**config.mk**
```make
export PLATFORM = sky130hd
export DESIGN_NAME = proc_fetch_unit_flat
export DESIGN_NICKNAME = d
export VERILOG_FILES = /design/src/rtl/proc_fetch_unit_if.sv /design/src/rtl/proc_fetch_unit.sv /design/src/flat_wrapper.sv
export SDC_FILE = /design/constraint.sdc
export NUM_CORES = 1
export LEC_CHECK = 0
export CAP_MARGIN = 15
export CORE_MARGIN = 5
export CORE_UTILIZATION = 43
export CTS_CLUSTER_SIZE = 14
export DETAILED_ROUTE_END_ITERATION = 8
export GPL_TIMING_DRIVEN = 0
export PLACE_DENSITY = 0.85
export SYNTH_ARGS = -nofsm -noshare
export SYNTH_HDL_FRONTEND = slang
export SYNTH_SLANG_ARGS = --single-unit
export TNS_END_PERCENT = 5
```
**constraint.sdc**
```tcl
create_clock -name clk -period 2.2 [get_ports clk]
set_input_delay 0.44 -clock clk [delete_from_list [all_inputs] [get_ports clk]]
set_output_delay 0.44 -clock clk [all_outputs]
set_load 0.05 [all_outputs]
```
**src/rtl/proc_fetch_unit_if.sv**
```systemverilog
// rtl/proc_fetch_unit_if.sv - instruction-memory and decode handshake bundle of the fetch unit
interface proc_fetch_unit_if #(
  parameter int ADDR_W = 32,
  parameter int DATA_W = 32
);
  logic              imem_req;
  logic [ADDR_W-1:0] imem_addr;
  logic [DATA_W-1:0] imem_rdata;
  logic              imem_ack;
  logic              instr_valid;
  logic              instr_ready;
  logic [DATA_W-1:0] instr_out;
  logic [ADDR_W-1:0] instr_pc;

  modport master (
    output imem_req, imem_addr,
    input  imem_rdata, imem_ack,
    output instr_valid, instr_out, instr_pc,
    input  instr_ready
  );

  modport slave (
    input  imem_req, imem_addr,
    output imem_rdata, imem_ack,
    input  instr_valid, instr_out, instr_pc,
    output instr_ready
  );
endinterface

```
**src/rtl/proc_fetch_unit.sv**
```systemverilog
// rtl/proc_fetch_unit.sv - single-instruction fetch FSM (IDLE/REQ/WAIT/HOLD) with PC redirect
// Optional FETCH_TIMEOUT_EN adds a WAIT-cycle counter and the sticky fetch_err output.
module proc_fetch_unit #(
  parameter int                ADDR_W         = 32,
  parameter int                DATA_W         = 32,
  parameter logic [ADDR_W-1:0] RESET_PC       = '0,
  parameter int                TIMEOUT_CYCLES = 16
) (
  input  logic              clk,
  input  logic              rst_n,
  input  logic              fetch_start,
  input  logic              pc_load,
  input  logic [ADDR_W-1:0] pc_load_value,
  proc_fetch_unit_if.master bus,
  output logic              busy
`ifdef FETCH_TIMEOUT_EN
  ,
  output logic              fetch_err
`endif
);

  typedef enum logic [1:0] {
    S_IDLE = 2'd0,
    S_REQ  = 2'd1,
    S_WAIT = 2'd2,
    S_HOLD = 2'd3
  } state_t;

  state_t            state;
  logic [ADDR_W-1:0] pc;
  logic [ADDR_W-1:0] pc_nxt;
  logic              discard;
  logic              transfer;

`ifdef FETCH_TIMEOUT_EN
  localparam int TW = $clog2(TIMEOUT_CYCLES + 1);
  logic [TW-1:0] tmo_cnt;
`else
  wire unused_timeout_cfg = |TIMEOUT_CYCLES;
`endif

  assign transfer = (state == S_HOLD) && bus.instr_ready && !pc_load;
  assign busy     = (state != S_IDLE);

  // A redirect always wins over the sequential increment.
  always_comb begin
    pc_nxt = pc;
    if (pc_load)
      pc_nxt = pc_load_value;
    else if (transfer)
      pc_nxt = pc + ADDR_W'(4);
  end

  always_ff @(posedge clk or negedge rst_n) begin
    if (!rst_n) begin
      state           <= S_IDLE;
      pc              <= RESET_PC;
      discard         <= 1'b0;
      bus.imem_req    <= 1'b0;
      bus.imem_addr   <= RESET_PC;
      bus.instr_valid <= 1'b0;
      bus.instr_out   <= '0;
      bus.instr_pc    <= '0;
`ifdef FETCH_TIMEOUT_EN
      tmo_cnt         <= '0;
      fetch_err       <= 1'b0;
`endif
    end else begin
      pc <= pc_nxt;
      unique case (state)
        S_IDLE: begin
          if (fetch_start) begin
            state         <= S_REQ;
            bus.imem_req  <= 1'b1;
            bus.imem_addr <= pc_nxt;
          end
        end
        S_REQ, S_WAIT: begin
          if (bus.imem_ack) begin
            if (discard || pc_load) begin
              // Stale data from before a redirect: reissue at the new PC.
              state         <= S_REQ;
              bus.imem_addr <= pc_nxt;
              discard       <= 1'b0;
            end else begin
              state           <= S_HOLD;
              bus.imem_req    <= 1'b0;
              bus.instr_valid <= 1'b1;
              bus.instr_out   <= bus.imem_rdata;
              bus.instr_pc    <= pc;
            end
          end else begin
            state <= S_WAIT;
            if (pc_load)
              discard <= 1'b1;
`ifdef FETCH_TIMEOUT_EN
            if (state == S_REQ) begin
              tmo_cnt <= '0;
            end else if (tmo_cnt == TW'(TIMEOUT_CYCLES - 1)) begin
              state        <= S_IDLE;
              bus.imem_req <= 1'b0;
              discard      <= 1'b0;
              fetch_err    <= 1'b1;
            end else begin
              tmo_cnt <= tmo_cnt + TW'(1);
            end
`endif
          end
        end
        S_HOLD: begin
          if (pc_load) begin
            state           <= S_IDLE;
            bus.instr_valid <= 1'b0;
          end else if (bus.instr_ready) begin
            bus.instr_valid <= 1'b0;
            if (fetch_start) begin
              state         <= S_REQ;
              bus.imem_req  <= 1'b1;
              bus.imem_addr <= pc_nxt;
            end else begin
              state <= S_IDLE;
            end
          end
        end
        default: state <= S_IDLE;
      endcase
    end
  end

endmodule

```
**src/flat_wrapper.sv**
```systemverilog
// flat-port wrapper written by rule: the top's interface ports become plain ports
module proc_fetch_unit_flat 
#(
  parameter int                ADDR_W         = 32,
  parameter int                DATA_W         = 32,
  parameter logic [ADDR_W-1:0] RESET_PC       = '0,
  parameter int                TIMEOUT_CYCLES = 16
)
  (clk, rst_n, fetch_start, pc_load, pc_load_value, busy, bus_imem_req, bus_imem_addr, bus_imem_rdata, bus_imem_ack, bus_instr_valid, bus_instr_out, bus_instr_pc, bus_instr_ready);
  proc_fetch_unit_if #(.ADDR_W(ADDR_W), .DATA_W(DATA_W)) bus_i ();
  input  logic clk;
  input  logic rst_n;
  input  logic fetch_start;
  input  logic pc_load;
  input  logic [ADDR_W-1:0] pc_load_value;
  output logic busy;
  output wire logic [$bits(bus_i.imem_req)-1:0] bus_imem_req;
  output wire logic [$bits(bus_i.imem_addr)-1:0] bus_imem_addr;
  input wire logic [$bits(bus_i.imem_rdata)-1:0] bus_imem_rdata;
  input wire logic [$bits(bus_i.imem_ack)-1:0] bus_imem_ack;
  output wire logic [$bits(bus_i.instr_valid)-1:0] bus_instr_valid;
  output wire logic [$bits(bus_i.instr_out)-1:0] bus_instr_out;
  output wire logic [$bits(bus_i.instr_pc)-1:0] bus_instr_pc;
  input wire logic [$bits(bus_i.instr_ready)-1:0] bus_instr_ready;
  assign bus_imem_req = bus_i.imem_req;
  assign bus_imem_addr = bus_i.imem_addr;
  assign bus_i.imem_rdata = bus_imem_rdata;
  assign bus_i.imem_ack = bus_imem_ack;
  assign bus_instr_valid = bus_i.instr_valid;
  assign bus_instr_out = bus_i.instr_out;
  assign bus_instr_pc = bus_i.instr_pc;
  assign bus_i.instr_ready = bus_instr_ready;
  proc_fetch_unit #(.ADDR_W(ADDR_W), .DATA_W(DATA_W), .RESET_PC(RESET_PC), .TIMEOUT_CYCLES(TIMEOUT_CYCLES)) u_core (.clk(clk), .rst_n(rst_n), .fetch_start(fetch_start), .pc_load(pc_load), .pc_load_value(pc_load_value), .bus(bus_i), .busy(busy));
endmodule
```
==> results.yml <==
power_and_ir_drop:
  switching_share: 0.431
  cell_internal_pwr_mw: 8.56
  power.share.clock: 0.225
  p_leak_nw: 3.60
  seqPwrFrac: 0.271
  net-switching-power_mw: 6.47
  combPwrFrac: 0.505
  ir_drop_uv: 1010
  power_density_nw_per_um2: 1740
global_route:
  grt_pass1_vias: 5043
  antenna_found_initial: 0
  grt_pass1_wl_um: 25700
  grt_max_degree: 88
  track_usage: 0.203
  grt_overflow: 0
clock_tree:
  clk_path_buf_depth: 2
  clock_sinks: 133
  htree_num_levels: 4
  insertion_delay_ns: 0.42
  cts_buffers: 17
  cts-root-buf: "clkbuf_16"
  cts_tree: "done"
  clk_pin_slew_ns: 0.06
logic_synthesis:
  synth_nets: 558
  syn_inst: 484
  synth.distinct_cells: 42
  synth_edf_count: 0
  synth_area_per_cell_um2: 11.9
  yosysSeqAreaShare: 0.578
  synthArstFlopShare: 1.00
  yosys_warnings: 0
  netlist_area_um2: 5760
  ys_ff_latch: 133
  ys.flop_type: "dfrtp_1"
timing:
  max_freq_ghz: 0.462
  worstMarginPinSlew_ns: 0.700
  drv_slew: 0
  setup_violations: 0
  fin_ws_ns: 0.0354
  holdWs_ns: 0.454
  worst_clock_skew_ns: 0.0131
  setup_tns_ns: 0
  rsz0062_at_grt: "yes"
  hold_viol: 0
  layout_min_cycle_time_ns: 2.16
  finalCritPeriodShare: 0.984
  maxSlewHeadroom: 0.533
setup_path:
  reg2reg_to: "u_core.bus.imem_addr[25]"
  reg2reg_slack_ns: 0.04
  regToRegStartpoint: "u_core.pc[8]"
  reg2regPathDepth: 5
  critPathLaunch: "u_core.pc[8]"
  endpoint_kind: "flip-flop"
  crit_type: "flip-flop to flip-flop"
  crit_required_ns: 2.49
  cp-start-kind: "flip-flop"
  crit_arrival_ns: 2.45
  setup.worst_path.end: "u_core.bus.imem_addr[25]"
  cp_max_fo: 7
die:
  ioPinCount: 169
  core-area_um2: 13200
  start_util: 0.437
  rows: 42
  die_h_um: 126
  fp.dieArea_um2: 15800
  fp.dieW_um: 126
placement:
  dpl-instance-area_um2: 7680
  gp_congestion: 0.825
  post-place-ws_ns: -0.907
  hpwl_um: 11300
  port_buffers: 167
hold_path:
  hold_class: "primary input to flip-flop"
status:
  status: "finished clean"
detailed_routing:
  wl_um: 16200
  drt-initial-drc-count: 370
  detail-route-antenna-nets: 0
  wl_per_cell_um: 18.7
  vias_per_cell: 5.39
  dr.pass1.iters: 5
  drc: 0
  via_count: 4659
final_layout:
  antenna_cells: 0
  nFillCells: 935
  syn2layout_area_growth_pct: 50.3
  layout_common_cells: "clkdlybuf4s50_1 (165), dfrtp_1 (133), mux2_2 (81)"
  fin_area_um2: 8660
  final_common_cell: "clkdlybuf4s50_1"
  fin_nets: 750
  layout-drive-gt1-share: 0.244
job:
  maxCapViolCount: 0
==> registers in the layout, summed over array words and instances, names as in the netlist <==
register,cells
u_core.bus.instr_out,32
u_core.bus.imem_req,1
u_core.bus.imem_addr,32
u_core.state,2
u_core.discard,1
u_core.pc,32
u_core.bus.instr_valid,1
u_core.bus.instr_pc,32
==> stage by stage <==
step,util,std cells,power (mW)
6_report,0.656,865,15.0
5_1_grt,0.656,865,15.7
4_1_cts,0.643,863,15.0
3_5_place_dp,0.582,828,11.6
3_3_place_gp,0.580,827,11.4
2_1_floorplan,-,484,8.91
==> logic make-up after synthesis <==
logic type      count (synthesis)  synth area share
fa+ha+maj                       4           0.00869
buf+inv                        37            0.0263
compound gates                 67            0.0723
simple gates                  137             0.118
mux                            83             0.162
flops                         133             0.578
xor+xnor                       23            0.0350
==> Yosys cell counts (6+ instances only) <==
library cell  instances  share of area
o21ai_0              20          0.017
nand3_1              11         0.0096
nand2_1              44          0.029
nand4_1              11          0.012
nor2_1               34          0.022
o221ai_1              7          0.011
xor2_1               17          0.026
a21oi_1              22          0.019
xnor2_1               6         0.0091
o31ai_1               7         0.0091
clkbuf_1             20          0.013
inv_1                10         0.0065
dfrtp_1             133           0.58
nor4_1                9         0.0098
mux2_2               81           0.16
nor3_1                9         0.0078
==> what timing repair did <==
| item | 4_1_cts | 5_1_grt |
|---|---|---|
| hold buffers | 1 | 0 |
| endpoints found under the hold margin | 46 | 0 |
| endpoints found under the setup margin | 101 | 100 |
| pin swaps | 4 | 15 |
| gates resized for setup | 21 | 47 |
| gates cloned | 0 | 0 |
| buffers inserted | 2 | 3 |
==> critical path, stage by stage (launching register included) <==
cell and delay (ns):
dfrtp_1 0.49, nand3_2 0.24, or4_4 0.63, o31a_4 0.38, nor3_4 0.20, o31ai_2 0.09
==> how the worst min path moves through the flow <==
stage	slack (ns)	cells after the start	endpoint	startpoint
6_report	0.45	4	u_core.bus.instr_valid	bus_instr_ready
5_1_grt	0.46	4	u_core.bus.instr_valid	bus_instr_ready
4_1_cts	0.43	4	u_core.bus.instr_valid	bus_instr_ready
3_5_place_dp	0.40	1	u_core.bus.imem_addr[25]	rst_n
3_3_place_gp	0.47	2	u_core.bus.imem_addr[22]	u_core.bus.imem_addr[22]
2_1_floorplan	0.14	0	u_core.bus.imem_addr[0]	rst_n
==> cell type report <==
cell class	instances	area, µm²	area share
flip-flops and latches	133	3330	0.384
multi-input cells	314	2470	0.285
repair buffers	174	1750	0.202
clock buffers	20	467	0.0539
clock inverters	12	248	0.0286
well taps	176	220	0.0254
plain buffers	25	134	0.0155
inverters	11	41.3	0.00477
==> power groups by stage <==
stage / logic [mW] / clock network (mW) / registers (mW)
after floorplan: 1.75 / 0 / 7.16
after global placement: 7.36 / 0 / 4.04
after detailed placement: 7.49 / 0 / 4.10
after CTS: 7.53 / 3.42 / 4.08
after global routing: 7.92 / 3.55 / 4.21
final: 7.59 / 3.38 / 4.07
==> layer usage <==
layer  track usage  vias to the layer above  wire, µm
li1              -                     2101         -
met1         0.242                     2331      6380
met2         0.351                      207      8260
met3        0.0622                       20      1270
met4        0.0694                        0       235
met5             0                        -         0
Power figures use the tool's default switching activity.
